==> src/rtl/riscv_pipe_pkg.sv <==
// Shared encodings for the RISC-V pipeline: opcodes, result/ALU/immediate
// select codes and the decoded control bundle carried through ID/EX.
package riscv_pipe_pkg;

    localparam logic [6:0] OP_LW  = 7'b0000011;
    localparam logic [6:0] OP_SW  = 7'b0100011;
    localparam logic [6:0] OP_R   = 7'b0110011;
    localparam logic [6:0] OP_I   = 7'b0010011;
    localparam logic [6:0] OP_BEQ = 7'b1100011;
    localparam logic [6:0] OP_JAL = 7'b1101111;
    localparam logic [6:0] OP_LUI = 7'b0110111;

    typedef enum logic [1:0] {
        RES_ALU = 2'b00,
        RES_MEM = 2'b01,
        RES_PC4 = 2'b10
    } result_src_e;

    typedef enum logic [2:0] {
        ALU_ADD = 3'b000,
        ALU_SUB = 3'b001,
        ALU_AND = 3'b010,
        ALU_OR  = 3'b011,
        ALU_SLT = 3'b101
    } alu_ctrl_e;

    // IMM_NONE marks instructions with no immediate; it yields a zero extension.
    typedef enum logic [2:0] {
        IMM_I    = 3'b000,
        IMM_S    = 3'b001,
        IMM_B    = 3'b010,
        IMM_J    = 3'b011,
        IMM_U    = 3'b100,
        IMM_NONE = 3'b111
    } imm_src_e;

    typedef struct packed {
        logic       reg_write;
        logic       alu_src;
        logic       mem_write;
        logic       branch;
        logic       jump;
        logic [1:0] result_src;
        logic [2:0] alu_control;
    } ctrl_t;

    localparam ctrl_t CTRL_NOP = '{1'b0, 1'b0, 1'b0, 1'b0, 1'b0, 2'b00, 3'b000};

    // Subtract is only honoured where the caller allows it (R-type).
    function automatic logic [2:0] alu_decode(input logic [2:0] funct3, input logic sub_en);
        logic [2:0] op;
        case (funct3)
            3'b000:  op = sub_en ? ALU_SUB : ALU_ADD;
            3'b010:  op = ALU_SLT;
            3'b110:  op = ALU_OR;
            3'b111:  op = ALU_AND;
            default: op = ALU_ADD;
        endcase
        return op;
    endfunction

endpackage

==> src/rtl/decode_ctrl.sv <==
// Main decoder: opcode/funct3/funct7[5] -> control signals, ALU operation
// and immediate format select.
module decode_ctrl
    import riscv_pipe_pkg::*;
(
    input  logic [6:0] opcode,
    input  logic [2:0] funct3,
    input  logic       funct7_5,
    output logic       reg_write,
    output logic       alu_src,
    output logic       mem_write,
    output logic       branch,
    output logic       jump,
    output logic [1:0] result_src,
    output logic [2:0] alu_control,
    output logic [2:0] imm_src
);

    // Opcode decode; unknown opcodes fall through with everything inactive.
    always_comb begin
        reg_write   = 1'b0;
        alu_src     = 1'b0;
        mem_write   = 1'b0;
        branch      = 1'b0;
        jump        = 1'b0;
        result_src  = RES_ALU;
        alu_control = ALU_ADD;
        imm_src     = IMM_NONE;
        case (opcode)
            OP_LW: begin
                reg_write  = 1'b1;
                alu_src    = 1'b1;
                result_src = RES_MEM;
                imm_src    = IMM_I;
            end
            OP_SW: begin
                alu_src   = 1'b1;
                mem_write = 1'b1;
                imm_src   = IMM_S;
            end
            OP_R: begin
                reg_write   = 1'b1;
                alu_control = alu_decode(funct3, funct7_5);
            end
            OP_I: begin
                reg_write   = 1'b1;
                alu_src     = 1'b1;
                alu_control = alu_decode(funct3, 1'b0);
                imm_src     = IMM_I;
            end
            OP_BEQ: begin
                branch      = 1'b1;
                alu_control = ALU_SUB;
                imm_src     = IMM_B;
            end
            OP_JAL: begin
                reg_write  = 1'b1;
                jump       = 1'b1;
                result_src = RES_PC4;
                imm_src    = IMM_J;
            end
            OP_LUI: begin
                reg_write = 1'b1;
                alu_src   = 1'b1;
                imm_src   = IMM_U;
            end
            default: begin
                reg_write = 1'b0;
            end
        endcase
    end

endmodule

==> src/rtl/decode_pipe_stage.sv <==
// Decode stage: register file with write-through bypass, immediate generator,
// control decode and the ID/EX pipeline register.
module decode_pipe_stage
    import riscv_pipe_pkg::*;
#(
    parameter  int XLEN = 32,
    parameter  int NREG = 32,
    localparam int AW   = $clog2(NREG)
)
(
    input  logic            clk,
    input  logic            rst,
    input  logic            StallD,
    input  logic            FlushE,
    input  logic            ValidD,
    input  logic            RegWriteW,
    input  logic [AW-1:0]   RDW,
    input  logic [XLEN-1:0] ResultW,
    input  logic [31:0]     InstrD,
    input  logic [XLEN-1:0] PCD,
    input  logic [XLEN-1:0] PCPlus4D,
    output logic            RegWriteE,
    output logic            ALUSrcE,
    output logic            MemWriteE,
    output logic            BranchE,
    output logic            JumpE,
    output logic            ValidE,
    output logic [1:0]      ResultSrcE,
    output logic [2:0]      ALUControlE,
    output logic [XLEN-1:0] RD1_E,
    output logic [XLEN-1:0] RD2_E,
    output logic [XLEN-1:0] Imm_Ext_E,
    output logic [XLEN-1:0] PCE,
    output logic [XLEN-1:0] PCPlus4E,
    output logic [AW-1:0]   RS1_E,
    output logic [AW-1:0]   RS2_E,
    output logic [AW-1:0]   RD_E,
    output logic [AW-1:0]   RS1_D,
    output logic [AW-1:0]   RS2_D
);

    logic            dec_reg_write_s;
    logic            dec_alu_src_s;
    logic            dec_mem_write_s;
    logic            dec_branch_s;
    logic            dec_jump_s;
    logic [1:0]      dec_result_src_s;
    logic [2:0]      dec_alu_control_s;
    logic [2:0]      imm_src_s;
    ctrl_t           ctrl_s;

    logic [AW-1:0]   rs1_s;
    logic [AW-1:0]   rs2_s;
    logic [AW-1:0]   rd_s;
    logic [XLEN-1:0] rd1_s;
    logic [XLEN-1:0] rd2_s;
    logic [31:0]     imm32_s;
    logic [XLEN-1:0] imm_ext_s;

    logic [XLEN-1:0] regs_r [NREG];

    ctrl_t           ctrl_e_r;
    logic            valid_e_r;
    logic [XLEN-1:0] rd1_e_r;
    logic [XLEN-1:0] rd2_e_r;
    logic [XLEN-1:0] imm_e_r;
    logic [XLEN-1:0] pc_e_r;
    logic [XLEN-1:0] pc4_e_r;
    logic [AW-1:0]   rs1_e_r;
    logic [AW-1:0]   rs2_e_r;
    logic [AW-1:0]   rd_e_r;

    decode_ctrl u_decode_ctrl (
        .opcode      (InstrD[6:0]),
        .funct3      (InstrD[14:12]),
        .funct7_5    (InstrD[30]),
        .reg_write   (dec_reg_write_s),
        .alu_src     (dec_alu_src_s),
        .mem_write   (dec_mem_write_s),
        .branch      (dec_branch_s),
        .jump        (dec_jump_s),
        .result_src  (dec_result_src_s),
        .alu_control (dec_alu_control_s),
        .imm_src     (imm_src_s)
    );

    assign rs1_s = InstrD[15 +: AW];
    assign rs2_s = InstrD[20 +: AW];
    assign rd_s  = InstrD[7 +: AW];
    assign RS1_D = rs1_s;
    assign RS2_D = rs2_s;

    // Bundle the decoder outputs for the pipeline register.
    always_comb begin
        ctrl_s             = CTRL_NOP;
        ctrl_s.reg_write   = dec_reg_write_s;
        ctrl_s.alu_src     = dec_alu_src_s;
        ctrl_s.mem_write   = dec_mem_write_s;
        ctrl_s.branch      = dec_branch_s;
        ctrl_s.jump        = dec_jump_s;
        ctrl_s.result_src  = dec_result_src_s;
        ctrl_s.alu_control = dec_alu_control_s;
    end

    // Immediate generator; formats are assembled at 32 bits then sign-extended.
    always_comb begin
        imm32_s = 32'h0000_0000;
        case (imm_src_s)
            IMM_I:   imm32_s = {{20{InstrD[31]}}, InstrD[31:20]};
            IMM_S:   imm32_s = {{20{InstrD[31]}}, InstrD[31:25], InstrD[11:7]};
            IMM_B:   imm32_s = {{19{InstrD[31]}}, InstrD[31], InstrD[7],
                                InstrD[30:25], InstrD[11:8], 1'b0};
            IMM_J:   imm32_s = {{11{InstrD[31]}}, InstrD[31], InstrD[19:12],
                                InstrD[20], InstrD[30:21], 1'b0};
            IMM_U:   imm32_s = {InstrD[31:12], 12'h000};
            default: imm32_s = 32'h0000_0000;
        endcase
        imm_ext_s = XLEN'($signed(imm32_s));
    end

    // Register file storage; x0 is never written.
    always_ff @(posedge clk or negedge rst) begin
        if (!rst) begin
            for (int i = 0; i < NREG; i++) begin
                regs_r[i] <= '0;
            end
        end else if (RegWriteW && (RDW != '0)) begin
            regs_r[RDW] <= ResultW;
        end
    end

    // Read ports: x0 reads zero, a same-cycle write to the source is forwarded.
    always_comb begin
        rd1_s = '0;
        rd2_s = '0;
        if (rs1_s == '0) begin
            rd1_s = '0;
        end else if (RegWriteW && (RDW == rs1_s)) begin
            rd1_s = ResultW;
        end else begin
            rd1_s = regs_r[rs1_s];
        end
        if (rs2_s == '0) begin
            rd2_s = '0;
        end else if (RegWriteW && (RDW == rs2_s)) begin
            rd2_s = ResultW;
        end else begin
            rd2_s = regs_r[rs2_s];
        end
    end

    // ID/EX register: flush beats stall beats load; invalid slots carry no control.
    always_ff @(posedge clk or negedge rst) begin
        if (!rst) begin
            ctrl_e_r  <= CTRL_NOP;
            valid_e_r <= 1'b0;
            rd1_e_r   <= '0;
            rd2_e_r   <= '0;
            imm_e_r   <= '0;
            pc_e_r    <= '0;
            pc4_e_r   <= '0;
            rs1_e_r   <= '0;
            rs2_e_r   <= '0;
            rd_e_r    <= '0;
        end else if (FlushE) begin
            ctrl_e_r  <= CTRL_NOP;
            valid_e_r <= 1'b0;
            rd1_e_r   <= '0;
            rd2_e_r   <= '0;
            imm_e_r   <= '0;
            pc_e_r    <= '0;
            pc4_e_r   <= '0;
            rs1_e_r   <= '0;
            rs2_e_r   <= '0;
            rd_e_r    <= '0;
        end else if (!StallD) begin
            ctrl_e_r  <= ValidD ? ctrl_s : CTRL_NOP;
            valid_e_r <= ValidD;
            rd1_e_r   <= rd1_s;
            rd2_e_r   <= rd2_s;
            imm_e_r   <= imm_ext_s;
            pc_e_r    <= PCD;
            pc4_e_r   <= PCPlus4D;
            rs1_e_r   <= rs1_s;
            rs2_e_r   <= rs2_s;
            rd_e_r    <= rd_s;
        end
    end

    assign RegWriteE   = ctrl_e_r.reg_write;
    assign ALUSrcE     = ctrl_e_r.alu_src;
    assign MemWriteE   = ctrl_e_r.mem_write;
    assign BranchE     = ctrl_e_r.branch;
    assign JumpE       = ctrl_e_r.jump;
    assign ResultSrcE  = ctrl_e_r.result_src;
    assign ALUControlE = ctrl_e_r.alu_control;
    assign ValidE      = valid_e_r;
    assign RD1_E       = rd1_e_r;
    assign RD2_E       = rd2_e_r;
    assign Imm_Ext_E   = imm_e_r;
    assign PCE         = pc_e_r;
    assign PCPlus4E    = pc4_e_r;
    assign RS1_E       = rs1_e_r;
    assign RS2_E       = rs2_e_r;
    assign RD_E        = rd_e_r;

endmodule

==> config.mk <==
export PLATFORM = sky130hd
export DESIGN_NAME = decode_pipe_stage
export DESIGN_NICKNAME = d
export VERILOG_FILES = /design/src/rtl/riscv_pipe_pkg.sv /design/src/rtl/decode_ctrl.sv /design/src/rtl/decode_pipe_stage.sv
export SDC_FILE = /design/constraint.sdc
export NUM_CORES = 2
export LEC_CHECK = 0
export BUFFER_PORTS_ARGS = -buffer_cell sky130_fd_sc_hd__buf_2
export CORE_MARGIN = 2
export CORE_UTILIZATION = 55
export DETAILED_ROUTE_END_ITERATION = 6
export GPL_ROUTABILITY_DRIVEN = 0
export PLACE_DENSITY = 0.72
export SLEW_MARGIN = 20
export SYNTH_ARGS = -nofsm -noshare
export SYNTH_HDL_FRONTEND = slang
export SYNTH_SLANG_ARGS = --single-unit
export TNS_END_PERCENT = 50
==> constraint.sdc <==
create_clock -name clk -period 3.3 [get_ports clk]
set_clock_uncertainty 0.15 [all_clocks]
set_input_delay 0.165 -clock clk [delete_from_list [all_inputs] [get_ports clk]]
set_output_delay 0.165 -clock clk [all_outputs]
set_load 0.02 [all_outputs]
==> results.toml <==
[outcome]
status = "completed"

[timing]
clock.fmax_mhz = 327.2
rsz0062_at_grt = "false"
setup-tns-final_ns = 0
hold_viol_final = 0
min_period_over_period_pct = 92.60
worst_hold_slack_ns = 0.06439
drv_slew = 0
final-setup-viol-count = 0
slew_headroom_pct = 28.96
tightestPinTransition_ns = 1.066
period_minus_slack_ns = 3.056

[die]
core_area_sq_um = 112500
core.rowCount = 123
die-area_sq_um = 116100
start_util_pct = 55.45
die_w_microns = 340.8
top_level_ports = 335
die_h_microns = 340.8

[route]
drt_first_iter_violations = 5130
drc = 0
ant_nets = 0
first_pass_iters = 5
routed_via_density = 6.797
wirelength_mm = 209.5
vias = 44800
wl_per_cell_microns = 31.79

[power]
vdd_ir_drop_max_v = 0.0005112
powerDensity_nw_per_um2 = 582.6
leakagePower_nw = 33.39

[logic_synthesis]
synth_nets = 4753
synth_adder_area_share_pct = 0
synth_top_family_by_area = "multiplexers"
synth_top_area_share_pct = 48.50
synth_seq_area_share_pct = 48.50
async_flop_share_pct = 100.0
ys.warnings.count = 0
synthesis.area_sq_um = 62380
synthFlopType = "dfrtp_1"
synth_mux_area_share_pct = 37.89
yosys.area.top_type = "dfrtp_1"
synth_compound_area_share_pct = 6.294
synth_xor_area_share_pct = 0.1404
avgSynthCellArea_sq_um = 13.52
netlist-cell-type-count = 58
synth_edf_count = 0
ys_seq_elements = 1209
netlist_top_cells_area = "dfrtp_1 (48%), mux2_2 (19%), mux4_2 (10%)"
syn_inst = 4614
yosys.area_share.simple_pct = 3.544

[worst_setup_path]
startpoint_type = "primary input"
cp_common_cell = "dlygate4sd3_1"
crit_slowest_cell = "dlygate4sd3_1"
r2r_end = "RD1_E[15]$_DFFE_PN0P_"
crit_chain = "dlygate4sd3_1 > buf_4 > or4_1 > o21ai_0 > a31o_2 > buf_12 > a21oi_1 > a221o_1 > dlygate4sd3_1"
path_max_fanout = 12
max_stage_delay_ns = 0.57
worst_r2r_path_depth = 5
end_kind = "flip-flop"
worst-setup-path-type = "primary input to flip-flop"
arrival_ns = 3.53
critPathRequiredTime_ns = 3.77
rr_startpoint = "regs_r[911]$_DFFE_PN0P_"
rrSetupSlack_ns = 0.86

[flow_run]
cap_violations = 0

[grt]
grt_first_pass_wirelength_mm = 309.0
grt_max_degree = 87
grt_pass1_vias = 45340
track_usage_pct = 36.04
overflow = 0
antenna_found_initial = 16

[cells_and_area]
utilization_pct = 64.60
layout.area.seq_sq_um = 30250
area_growth_pct = 16.50
multi_input_area_sq_um = 30090
fin_nets = 5126
fillers = 8105
layout-drive-gt1-share_pct = 42.64
finalNonFillerCells = 6591

[hold_path]
min_to = "PCE[27]$_DFFE_PN0P_"
min_from = "PCD[27]"
hold-path-cell-count = 4
min_path_type = "primary input to flip-flop"

[clocking]
clk_pin_slew_ns = 0.06
cts_tree = "yes"
cts_num_sinks = 1209
h-tree-depth = 4
cts_buffers = 134
clock_path_buffers = 3
clockRootBuffer = "clkbuf_16"
clk_latency_ns = 0.74
postCtsResizedCells = 0

[place]
port_buffers = 334
dp_cells = 6171
detailed_place_hpwl_mm = 126.2
==> report_power, final <==
part	total, mW	switching (mW)	leakage [nW]	internal [mW]
registers	19.3	1.96	15.6	17.3
clock network	15.0	6.12	2.17	8.88
logic	8.05	3.54	15.6	4.51
==> final cells by class <==
type / count / area share, %
flip-flops and latches: 1209 / 41.63
clock inverters: 38 / 0.5303
repair buffers: 745 / 8.341
multi-input cells: 2894 / 41.40
clock buffers: 196 / 5.482
well taps: 1500 / 2.582
inverters: 3 / 0.01549
diodes: 6 / 0.02066
==> through the flow <==
| stage | instance area (sq um) | setup slack [ns] | power [mW] |
|---|---|---|---|
| CTS | 72660 | 0.3480 | 42.31 |
| detailed placement | 66470 | 0.5556 | 27.16 |
| global route | 72660 | 0.2441 | 43.88 |
| global placement | 66470 | 0.5916 | 26.81 |
| floorplan | 62380 | 1.117 | 24.56 |
| finish | 72670 | 0.2441 | 42.34 |
==> layer usage <==
metal | global-route usage, % | routed length [microns] | vias to the layer above
met1 | 48.94 | 82440 | 23550
met5 | 0 | 97 | -
li1 | - | - | 18150
met2 | 53.76 | 93650 | 2451
met3 | 10.15 | 22000 | 632
met4 | 17.31 | 11320 | 16
==> cells by family after synthesis <==
kind of cell / after synthesis
buffers and inverters: 511
multiplexers: 1873
AO/OA/AOI/OAI: 525
XOR/XNOR: 10
flip-flops: 1209
AND/OR/NAND/NOR: 486
==> state kept, by name, indices dropped and copies added (netlist names), 3 cells and up <==
signal,count
ALUControlE,3
Imm_Ext_E,32
PCE,32
PCPlus4E,32
RD1_E,32
RD2_E,32
RD_E,5
RS1_E,5
RS2_E,5
regs_r,1024
==> placed cells by master, fill, tap and decap left out, types with 31 or more instances in the layout <==
cell           Yosys  routed
clkbuf_16          0     140
nor2_1           133     112
o221ai_1          64      64
nand2_1          202     187
o22ai_1           62      62
dlygate4sd3_1      0     179
a221o_1           64      64
a211oi_1          63      63
buf_12             0      62
mux4_2           285     285
nand3_1           33      33
dfrtp_1         1209    1209
mux2_2          1057    1057
mux2i_1          531     531
a21oi_1           97      97
and2_1            32      31
a22oi_1           63      63
buf_4             31     176
nand4_1           37      37
a221oi_1          32      32
buf_2            101     322
==> worst max-delay path: cells and delay by family <==
family	cells	cell delay (ns)
AOI/OAI and AO/OA	4	1.24
buffers and inverters	4	1.58
and+or+nand+nor	1	0.52
==> what timing repair did <==
item                                   in CTS  in global routing
endpoints found under the hold margin    2116                  0
setup buffers                               0                  0
hold buffers                              180                  0
==> cells in the mapped netlist (all sizes together), types with 37 or more instances <==
library cell,n
o22ai,62
buf,212
nor2,134
mux2i,531
mux2,1057
mux4,285
a21oi,98
nand4,37
clkbuf,296
dfrtp,1209
a22oi,63
a221o,64
nand2,202
a211oi,63
o221ai,64
==> worst max path at each step <==
| stage | to | depth (start not counted) | slack (ns) | from |
|---|---|---|---|---|
| after floorplan | RD2_E[25]$_DFFE_PN0P_ | 7 | 1.12 | InstrD[20] |
| after global routing | RD1_E[15]$_DFFE_PN0P_ | 9 | 0.24 | InstrD[18] |
| after CTS | RD1_E[15]$_DFFE_PN0P_ | 9 | 0.35 | InstrD[18] |
| after detailed placement | RD1_E[28]$_DFFE_PN0P_ | 8 | 0.56 | InstrD[15] |
| after global placement | RD1_E[29]$_DFFE_PN0P_ | 8 | 0.59 | InstrD[15] |
| final | RD1_E[15]$_DFFE_PN0P_ | 9 | 0.24 | InstrD[18] |
No activity file was read; power rests on OpenSTA's default activity.
